**config.mk**
```make
export PLATFORM = sky130hd
export DESIGN_NAME = multi_clock_gen
export DESIGN_NICKNAME = d
export VERILOG_FILES = /design/src/rtl/clock_gen_pkg.sv /design/src/rtl/clock_gen_channel.sv /design/src/rtl/multi_clock_gen.sv
export SDC_FILE = /design/constraint.sdc
export NUM_CORES = 1
export LEC_CHECK = 0
export ABC_CLOCK_PERIOD_IN_PS = 4400
export CAP_MARGIN = 25
export CORE_ASPECT_RATIO = 1.75
export CORE_MARGIN = 2
export CORE_UTILIZATION = 50
export DETAILED_ROUTE_END_ITERATION = 8
export GPL_TIMING_DRIVEN = 0
export PLACE_DENSITY = 0.7
export SLEW_MARGIN = 10
export SYNTH_ARGS = -nofsm -noshare
export SYNTH_HDL_FRONTEND = slang
export SYNTH_SLANG_ARGS = --single-unit
```
**constraint.sdc**
```tcl
create_clock -name clk -period 4.4 [get_ports clk]
set_input_delay 0.44 -clock clk [delete_from_list [all_inputs] [get_ports clk]]
set_output_delay 0.44 -clock clk [all_outputs]
set_load 0.1 [all_outputs]
```
**src/rtl/clock_gen_pkg.sv**
```systemverilog
// clock_gen_pkg: shared state encoding and limits for the programmable clock generator
`timescale 1ns/1ps
package clock_gen_pkg;
  typedef enum logic [1:0] {CH_IDLE, CH_RUN, CH_STOP} ch_state_t;
  localparam int MIN_DIV = 2;
endpackage

```
**src/rtl/clock_gen_channel.sv**
```systemverilog
// clock_gen_channel: one divided clock with tick strobe and glitch-free start/stop
`timescale 1ns/1ps
module clock_gen_channel
  import clock_gen_pkg::*;
#(
  parameter int DIV_W = 8
) (
  input  logic             clk,
  input  logic             rst_n,
  input  logic             en,
  input  logic [DIV_W-1:0] div,
  output logic             clk_out,
  output logic             tick,
  output logic             running
);
  ch_state_t        state;
  logic [DIV_W-1:0] cnt, per, hi, nxt, eff;
  logic             idle, start, halt, hi_nxt;
  assign eff     = (div < DIV_W'(MIN_DIV)) ? DIV_W'(MIN_DIV) : div;
  assign hi      = per - (per >> 1);
  assign nxt     = cnt + 1'b1;
  assign hi_nxt  = nxt < hi;
  assign idle    = state == CH_IDLE;
  assign running = !idle;
  assign start   = en && (idle || cnt == per - 1'b1);
  // stopping is only immediate once the output is low; a high phase always finishes
  assign halt    = !idle && !en && (!clk_out || !hi_nxt);
  always_ff @(posedge clk or negedge rst_n) begin
    if (!rst_n) begin
      state   <= CH_IDLE;
      cnt     <= '0;
      per     <= '0;
      clk_out <= 1'b0;
      tick    <= 1'b0;
    end else if (start) begin
      state   <= CH_RUN;
      cnt     <= '0;
      per     <= eff;
      clk_out <= 1'b1;
      tick    <= 1'b1;
    end else if (halt) begin
      state   <= CH_IDLE;
      cnt     <= '0;
      clk_out <= 1'b0;
      tick    <= 1'b0;
    end else if (!idle) begin
      state   <= en ? CH_RUN : CH_STOP;
      cnt     <= nxt;
      clk_out <= hi_nxt;
      tick    <= 1'b0;
    end else begin
      tick    <= 1'b0;
    end
  end
endmodule

```
**src/rtl/multi_clock_gen.sv**
```systemverilog
// multi_clock_gen: NUM_CH independent programmable clock channels from one system clock
`timescale 1ns/1ps
module multi_clock_gen
  import clock_gen_pkg::*;
#(
  parameter int NUM_CH = 4,
  parameter int DIV_W  = 8
) (
  input  logic                    clk,
  input  logic                    rst_n,
  input  logic [NUM_CH-1:0]       enable,
  input  logic [NUM_CH*DIV_W-1:0] divide,
  output logic [NUM_CH-1:0]       clk_out,
  output logic [NUM_CH-1:0]       tick,
  output logic [NUM_CH-1:0]       running
);
  for (genvar i = 0; i < NUM_CH; i++) begin : g_ch
    clock_gen_channel #(.DIV_W(DIV_W)) u_ch (
      .clk     (clk),
      .rst_n   (rst_n),
      .en      (enable[i]),
      .div     (divide[i*DIV_W +: DIV_W]),
      .clk_out (clk_out[i]),
      .tick    (tick[i]),
      .running (running[i])
    );
  end
endmodule

```
---- Yosys cells after proc, flatten, opt, wreduce, memory -nomap -nowiden ----
Index checks and enable logic that the tools add are counted.
W data, S select, Z words.
cells by class
  add/subtract/negate cells ............... 12
  divide/modulo/power cells ............... 0
  order comparisons ....................... 8
  multipliers ............................. 0
  equality and inequality tests ........... 8
  bitwise logic cells ..................... 0
  reduce and logical (&&, ||, !) cells .... 40
  shift operators ......................... 0
  multiplexer cells ....................... 48
operator list
  cell                   count
  $mux W8                16
  $add A8 B1 Y8 const B  4
  $eq A8 B8 Y1           4
  $lt A8 B2 Y1 const B   4
  $lt A8 B8 Y1           4
  $mux W2                16
  $sub A8 B1 Y8 const B  4
  $sub A8 B7 Y8          4
  $logic_not A1 Y1       16
  $mux W1                16
  $logic_and A1 B1 Y1    12
  $ne A3 B3 Y1 const B   4
  $logic_not A2 Y1       4
  $logic_or A1 B1 Y1     8
word-level totals
  bits in writable memories ............... 0
  bits in read-only memories .............. 0
  input port bits ......................... 38
  memories ................................ 0
  logic and storage cells ................. 136
  bits in latches ......................... 0
  output and inout bits ................... 12
  register bits after elaboration ......... 80

---- Logic depth before layout (Yosys ltp) ----
Gate-level depths: netlist (run 1).
  depth after elaboration ................. 7
  gate-level depth with buffers ........... 17
  mapped depth without buffers ............ 17

---- By module ----
A second synthesis (run 1) with hierarchy kept.
unflattened totals
  cell total of the unflattened synthesis .. 741
  area, all modules ....................... 7254.5 µm²
modules (own cells, without submodules)
  module                             area each (µm²)  cells an instance  instances  seq. area each (µm²)
  clock_gen_channel at g_ch[3].u_ch  1851.8           184                1          500.5
  clock_gen_channel at g_ch[2].u_ch  1848.0           185                1          500.5
  clock_gen_channel at g_ch[0].u_ch  1804.2           185                1          500.5
  clock_gen_channel at g_ch[1].u_ch  1750.4           187                1          500.5

---- Least setup slack after synthesis (run 1) ----
No wires, ideal clock.
  kind .................................... register to register
  start point ............................. register g_ch[0].u_ch.per[0]
  end point ............................... register g_ch[0].u_ch.cnt[1]
  library setup time ...................... 0.068 ns
  buffers on the path ..................... 0
  data arrival time ....................... 3.306 ns
  cell stages (with the launch flop) ...... 17
  setup slack ............................. 1.026 ns
  period minus slack after synthesis ...... 3.374 ns
  data required time ...................... 4.332 ns
  cell sequence ........................... dfrtp_1 inv_1 ha_1 inv_1 fa_1 a21o_1 a21oi_1 o21ba_2 o21bai_1 xnor2_1 ha_1 a21o_1 a221oi_1 o21a_1 nand2_1 mux2i_2 a32o_1
between the ends
  longest elaborated chain between the ends .. 7
  elaborated cells on any way between the ends .. 12
  those cells by class .................... 2 x add/sub; 1 x order compare; 2 x eq/ne; 2 x mux; 5 x reduce/logical
RTL lines
  item                    line                     source
  from (decl)             clock_gen_channel.sv:17  logic [DIV_W-1:0] cnt, per, hi, nxt, eff;
  from (signal assigned)  clock_gen_channel.sv:32  per <= '0;
  from (signal assigned)  clock_gen_channel.sv:38  per <= eff;
  $sub A8 B7 Y8           clock_gen_channel.sv:20  assign hi = per - (per >> 1);
  $lt A8 B8 Y1            clock_gen_channel.sv:22  assign hi_nxt = nxt < hi;
  $logic_not A1 Y1        clock_gen_channel.sv:27  assign halt = !idle && !en && (!clk_out || !hi_nxt);
  $logic_or A1 B1 Y1      clock_gen_channel.sv:27
  $logic_and A1 B1 Y1     clock_gen_channel.sv:27
  $mux W8                 clock_gen_channel.sv:41  end else if (halt) begin
  $mux W8                 clock_gen_channel.sv:35  end else if (start) begin
  to (signal assigned)    clock_gen_channel.sv:48  cnt <= nxt;
  to (decl)               clock_gen_channel.sv:17
Several ways; a longest one is shown, not always the timed one.
A chain may end at the register's enable or synchronous reset.

---- Worst setup path in the final report (run 1) ----
  start point ............................. register g_ch[0].u_ch.per[0]
  end point ............................... register g_ch[0].u_ch.cnt[6]
Same word-level chain as after synthesis.

==> run_results.csv, run 1 <==
group,metric,value,unit
power_and_ir_drop,ir_drop,0.3670,mV
timing,fin_skew,0.006434,ns
clock_tree,cts_tree,"yes",
clock_tree,htreeDepth,3,
grt,grt_start_max_net_pins,42,
worst_setup_path,crit_path_end_kind,"flop",
synth,syn-cell-area,6773,µm²
grt,grt_pass1_wl,24.83,mm
routing,routed_wl,14.58,mm
power_and_ir_drop,leakagePower,3.726,nW
synth,yosysWarnings,0,
synth,seq_area_frac_synth,29.56,%
grt,overflow,0,
finish,fillers,1166,
worst_setup_path,crit_arrival,4.22,ns
timing,fmax,253.6,MHz
clock_tree,post_cts_resized,0,
synth,synth_top_cell_area_share,29.56,%
worst_setup_path,start_kind,"flop",
clock_tree,cts_sinks,80,
clock_tree,cts_hold_buf,0,
floorplan,initial_core_util,50.87,%
routing,remaining_drc_errors,0,
synth,ys_ff_latch,80,
worst_setup_path,rrSetupSlack,0.46,ns
finish,fin_nets,903,
timing,fin_setup_tns,0,ns
finish,syn_to_final_growth,14.93,%
clock_tree,path_clk_slew,0.07,ns
power_and_ir_drop,finalPower,0.006085,W
synth,synth-edff-count,0,
power_and_ir_drop,comb_power_share,66.1,%
clock_tree,clock_latency,0.34,ns
worst_setup_path,crit_fanout,8,
timing,hold_violations,0,
power_and_ir_drop,switching_share,46.80,%
routing,vias,5278,
worst_setup_path,worstPathRequired,4.68,ns
timing,finalSetupViolations,0,
finish,diodes,0,
synth,async_flop_share,100.0,%
floorplan,die_x,91.98,µm
finish,drive_above_1_share,7.881,%
placement,gp_congestion,0.8849,
floorplan,io_pins,50,
routing,avgViaCountPerCell,5.568,
grt,grt_usage,21.07,%
timing,worst_pin_slew,0.9663,ns
power_and_ir_drop,p_int,0.003238,W
synth,synth_nets,844,
routing,first_iter_violations,124,
worst_setup_path,worstSetupPathType,"flop to flop",
routing,ant_nets,0,
placement,dp_hpwl,11.61,mm
timing,finalCriticalPeriod,3.943,ns
floorplan,coreArea,13310,µm²
clock_tree,clockBufferDepth,2,
power_and_ir_drop,p_clk_share,12.8,%
timing,fin_crit_sh,89.61,%
power_and_ir_drop,power.density,781.8,nW/µm²
timing,relSlewSlack,35.38,%
floorplan,row_count,56,
finish,stdcell_area,7784,µm²
grt,grt_pass1_vias,5538,
grt,antenna_found_initial,0,
routing,wl_per_cell,15.38,µm
min_path,hold_path_class,"input port to async pin",
floorplan,die_h,158.0,µm
worst_setup_path,reg2reg_depth,16,
timing,slew_viol_final,0,
synth,ys_top_cells_by_count,"ha_1 (92), dfrtp_1 (80), inv_1 (71)",
synth,synth.avg_cell_area,9.539,µm²
synth,synthFlopType,"dfrtp_1",
flow_run,max-cap-violations,0,
synth,synth_area_leaders,"dfrtp_1 (30%), ha_1 (17%), xnor2_1 (8.4%)",
power_and_ir_drop,seqPwrFrac,21.0,%
worst_setup_path,r2r_start,"g_ch[0].u_ch.per[0]$_DFFE_PN0N_",
power_and_ir_drop,p_sw,0.002848,W
timing,rsz0062_at_grt,"false",
clock_tree,ctsRootBufferMaster,"clkbuf_16",
worst_setup_path,reg2reg_to,"g_ch[0].u_ch.cnt[6]$_DFFE_PN0P_",
synth,synth_cells,710,
floorplan,die_area,14530,µm²
placement,placed_area,7478,µm²
synth,yosysTopAreaCell,"dfrtp_1",
synth,yosysMostFrequentCell,"ha_1",
routing,dr.pass1.iters,4,
outcome,status,"finished, final reports clean",
finish,fin_util,58.47,%
placement,portBuffers,47,
clock_tree,numCtsBuffers,9,
synth,ys_types,61,
clock_tree,post-cts-setup-buffer-count,0,
[state kept, by name, indices dropped and copies added (netlist names)]
| register | count |
|---|---|
| g_ch.u_ch.clk_out | 4 |
| g_ch.u_ch.cnt | 32 |
| g_ch.u_ch.per | 32 |
| g_ch.u_ch.state | 8 |
| g_ch.u_ch.tick | 4 |
[logic make-up (layout without fill, tap and decap cells)]
kind of cell,count (synthesis),in the layout,synth area share [%]
fa+ha+maj,96,96,18.18
mux,35,35,6.004
buf+inv,101,165,6.281
flops,80,80,29.56
compound gates,146,146,15.48
xor+xnor,99,99,12.80
simple gates,153,153,11.69
[cell type report]
| class | count | area, µm² | share of cell area, % |
|---|---|---|---|
| well taps | 174 | 217.7 | 2.797 |
| plain buffers | 29 | 155.1 | 1.993 |
| multi-input cells | 529 | 4345 | 55.83 |
| inverters | 72 | 270.3 | 3.472 |
| clock inverters | 7 | 80.08 | 1.029 |
| repair buffers | 48 | 488.0 | 6.269 |
| clock buffers | 9 | 225.2 | 2.893 |
| flip-flops and latches | 80 | 2002 | 25.72 |
[power by group through the flow]
stage,Sequential (W),Clock [W],Combinational [W]
5_1_grt,0.00132,0.000827,0.00450
3_5_place_dp,0.00129,0,0.00401
3_3_place_gp,0.00128,0,0.00382
4_1_cts,0.00128,0.000800,0.00405
6_report,0.00128,0.000780,0.00403
2_1_floorplan,0.00121,0,0.00319
[critical path, cell delays in order (launching register included)]
cell and delay [ns]:
dfrtp_1 0.44, inv_1 0.13, ha_1 0.18, inv_1 0.06, fa_1 0.46, a21o_1 0.17, a21oi_1 0.24, o21ba_2 0.17
o21bai_1 0.08, xnor2_1 0.18, ha_1 0.27, a21o_1 0.16, a221oi_1 0.29, o21a_1 0.26, nand2_1 0.11, mux2i_2 0.43
a32o_1 0.25
[worst max-delay path by stage]
stage / start / to / slack [ns] / depth (start not counted)
finish: g_ch[0].u_ch.per[0]$_DFFE_PN0N_ / g_ch[0].u_ch.cnt[6]$_DFFE_PN0P_ / 0.46 / 16
global route: g_ch[3].u_ch.per[0]$_DFFE_PN0N_ / g_ch[3].u_ch.cnt[4]$_DFFE_PN0P_ / 0.20 / 16
CTS: g_ch[0].u_ch.per[0]$_DFFE_PN0N_ / g_ch[0].u_ch.cnt[6]$_DFFE_PN0P_ / 0.49 / 16
detailed placement: g_ch[0].u_ch.per[0]$_DFFE_PN0N_ / g_ch[0].u_ch.cnt[6]$_DFFE_PN0P_ / 0.52 / 16
global placement: rst_n / g_ch[2].u_ch.tick$_DFF_PN0_ / -0.12 / 1
floorplan: g_ch[0].u_ch.per[0]$_DFFE_PN0N_ / g_ch[0].u_ch.cnt[1]$_DFFE_PN0P_ / 1.03 / 16
[cell usage in the layout, fill, tap and decap left out, types with 10 or more instances in the layout]
cell,synthesis,routed
xnor2_1,65,65
a21boi_0,10,10
clkbuf_1,16,16
inv_1,71,71
xor2_1,34,34
a21oi_1,25,25
ha_1,92,92
nor2_1,31,31
nand3b_1,10,10
dfrtp_1,80,80
and3_1,10,10
o21ai_0,24,24
nand3_1,13,13
buf_4,12,13
nand2_1,40,40
clkdlybuf4s50_1,0,46
mux2_2,12,12
mux2i_1,10,10
a21o_1,13,13
nor3_1,13,13
[routing by layer]
layer | vias up | GRT usage [%] | wire length [µm]
met2 | 92 | 42.12 | 8258
met5 | - | 0 | 0
li1 | 2586 | - | -
met4 | 0 | 9.595 | 533
met1 | 2556 | 20.91 | 5428
met3 | 44 | 3.141 | 356
[per-stage QoR]
stage,cells,setup WS [ns],hold slack (ns)
floorplan,710,1.026,0.1444
global placement,931,-0.1204,0.5324
detailed placement,932,0.5178,0.4756
CTS,948,0.4917,0.1059
global route,948,0.2023,0.1392
finish,948,0.4571,0.07435
(Power assumes the default switching activity.)
==> run 2, diff against run 1 <==
--- a/config.mk
+++ b/config.mk
@@ -11,7 +11,6 @@
 export CORE_MARGIN = 2
 export CORE_UTILIZATION = 50
 export DETAILED_ROUTE_END_ITERATION = 8
-export GPL_TIMING_DRIVEN = 0
 export PLACE_DENSITY = 0.7
 export SLEW_MARGIN = 10
 export SYNTH_ARGS = -nofsm -noshare
==> constraint.sdc (replaced) <==
create_clock -name clk -period 4.4 [get_ports clk]
set_input_delay 0.44 -clock clk [delete_from_list [all_inputs] [get_ports clk]]
set_output_delay 0.44 -clock clk [all_outputs]
set_load 0.05 [all_outputs]
==> run_results.csv, run 2 (synthesized netlist as in run 1, its figures left out) <==
group,metric,value,unit
grt,grt_start_max_net_pins,81,
floorplan,die_h,158.0,µm
timing,slew_viol_final,0,
clock_tree,path_clk_slew,0.06,ns
power_and_ir_drop,power.density,782.9,nW/µm²
min_path,hold_path_class,"input port to async pin",
worst_setup_path,critical_path.cell_chain,"inv_1 > ha_1 > inv_1 > fa_1 > a21o_1 > a21oi_1 > o21ba_2 > o21bai_1 > xnor2_1 > ha_1 > a21o_1 > a221oi_1 > o21a_1 > nand2_1 > mux2i_2 > a32o_1",
power_and_ir_drop,comb_power_share,62.9,%
worst_setup_path,start_kind,"flop",
worst_setup_path,r2r_start,"g_ch[0].u_ch.per[0]$_DFFE_PN0N_",
timing,fin_skew,0.006505,ns
placement,portBuffers,49,
clock_tree,clock_latency,0.35,ns
grt,grt_usage,21.31,%
timing,fin_crit_sh,86.03,%
clock_tree,cts_hold_buf,0,
routing,remaining_drc_errors,0,
floorplan,initial_core_util,50.87,%
power_and_ir_drop,switching_share,44.33,%
worst_setup_path,reg2reg_depth,16,
worst_setup_path,crit_path_end_kind,"flop",
clock_tree,numCtsBuffers,9,
routing,avgViaCountPerCell,5.574,
finish,syn_to_final_growth,13.97,%
clock_tree,cts_sinks,80,
worst_setup_path,rrSetupSlack,0.61,ns
placement,placed_area,7331,µm²
worst_setup_path,worstSetupPathType,"flop to flop",
outcome,status,"finished, final reports clean",
grt,antenna_found_initial,0,
timing,finalSetupViolations,0,
timing,rsz0062_at_grt,"false",
flow_run,max-cap-violations,0,
floorplan,io_pins,50,
worst_setup_path,crit_family,"compound AO/OA/AOI/OAI gates",
routing,first_iter_violations,154,
clock_tree,ctsRootBufferMaster,"clkbuf_16",
worst_setup_path,crit_arrival,4.07,ns
worst_setup_path,slowest_delay,0.45,ns
timing,fin_setup_tns,0,ns
power_and_ir_drop,finalPower,0.006043,W
finish,fin_nets,877,
power_and_ir_drop,p_int,0.003364,W
power_and_ir_drop,seqPwrFrac,21.6,%
finish,layout_common_cells,"ha_1 (92), dfrtp_1 (80), inv_1 (71)",
worst_setup_path,reg2reg_to,"g_ch[0].u_ch.cnt[7]$_DFFE_PN0P_",
routing,routed_wl,14.46,mm
floorplan,row_count,56,
grt,grt_pass1_wl,24.63,mm
finish,diodes,0,
clock_tree,cts_tree,"yes",
floorplan,die_area,14530,µm²
finish,drive_above_1_share,6.551,%
power_and_ir_drop,leakagePower,3.698,nW
power_and_ir_drop,ir_drop,0.4126,mV
clock_tree,clockBufferDepth,2,
grt,grt_pass1_vias,5421,
timing,relSlewSlack,54.11,%
routing,ant_nets,0,
finish,fillers,1175,
finish,fin_util,57.98,%
timing,finalCriticalPeriod,3.785,ns
finish,layout_commonest_cell,"ha_1",
clock_tree,htreeDepth,3,
worst_setup_path,path_buf_inv,2,
floorplan,coreArea,13310,µm²
clock_tree,post_cts_resized,0,
routing,wl_per_cell,15.68,µm
timing,hold_violations,0,
timing,fmax,264.2,MHz
routing,vias,5139,
worst_setup_path,crit_fanout,8,
clock_tree,post-cts-setup-buffer-count,0,
placement,gp_congestion,0.9061,
routing,dr.pass1.iters,4,
worst_setup_path,worstPathRequired,4.68,ns
floorplan,die_x,91.98,µm
power_and_ir_drop,p_clk_share,15.5,%
worst_setup_path,slowest_stage,"fa_1",
timing,worst_pin_slew,0.6862,ns
power_and_ir_drop,p_sw,0.002679,W
finish,stdcell_area,7719,µm²
grt,overflow,0,
finish,reg.largest.list,"g_ch.u_ch.cnt (32), g_ch.u_ch.per (32), g_ch.u_ch.state (8)",
placement,dp_hpwl,11.40,mm
[run 2: cell count changes in the layout (fill, tap and decap cells not counted), moves of 2 or more]
cell and delta:
clkdlybuf4s50_1 +2, clkinvlp_4 -2, clkbuf_1 -16, bufinv_16 +3, buf_4 -11
[run 2: how the worst max path moves through the flow]
stage / start / endpoint / slack (ns) / cells after the start
floorplan: g_ch[0].u_ch.per[0]$_DFFE_PN0N_ / g_ch[0].u_ch.cnt[1]$_DFFE_PN0P_ / 1.03 / 16
global placement: g_ch[0].u_ch.per[0]$_DFFE_PN0N_ / g_ch[0].u_ch.cnt[4]$_DFFE_PN0P_ / 0.79 / 16
detailed placement: g_ch[0].u_ch.per[0]$_DFFE_PN0N_ / g_ch[0].u_ch.cnt[7]$_DFFE_PN0P_ / 0.65 / 16
CTS: g_ch[0].u_ch.per[0]$_DFFE_PN0N_ / g_ch[0].u_ch.cnt[7]$_DFFE_PN0P_ / 0.64 / 16
global route: g_ch[0].u_ch.per[0]$_DFFE_PN0N_ / g_ch[0].u_ch.cnt[3]$_DFFE_PN0P_ / 0.26 / 16
finish: g_ch[0].u_ch.per[0]$_DFFE_PN0N_ / g_ch[0].u_ch.cnt[7]$_DFFE_PN0P_ / 0.61 / 16
[run 2: per-stage QoR]
stage / hold WS, ns / std cells / setup slack [ns]
after floorplan: 0.1444 / 710 / 1.026
after global placement: 0.5351 / 905 / 0.7921
after detailed placement: 0.5453 / 905 / 0.6486
after CTS: 0.3195 / 921 / 0.6384
after global routing: 0.1175 / 922 / 0.2552
final: 0.06923 / 922 / 0.6149
[run 2: layout make-up]
cell class	count	area (µm²)	share of cell area, %
Multi-Input combinational cell	529	4345	56.30
Sequential cell	80	2002	25.94
Timing Repair Buffer	51	515.5	6.679
Inverter	72	270.3	3.501
Clock buffer	9	225.2	2.918
Tap cell	174	217.7	2.821
Clock inverter	7	142.6	1.848
[run 2: power by group through the flow]
stage | logic [W] | registers (W) | clock network, W
after global placement | 0.00364 | 0.00130 | 0
after CTS | 0.00383 | 0.00130 | 0.000957
after global routing | 0.00428 | 0.00135 | 0.000988
after detailed placement | 0.00381 | 0.00131 | 0
final | 0.00380 | 0.00130 | 0.000935
after floorplan | 0.00308 | 0.00121 | 0
[run 2: routing by layer]
metal	GRT usage [%]	up-vias	share of wire, %
met3	2.523	26	2.0
met4	8.529	0	2.6
met2	43.35	70	58
li1	-	2517	-
met5	0	-	0
met1	21.44	2526	37
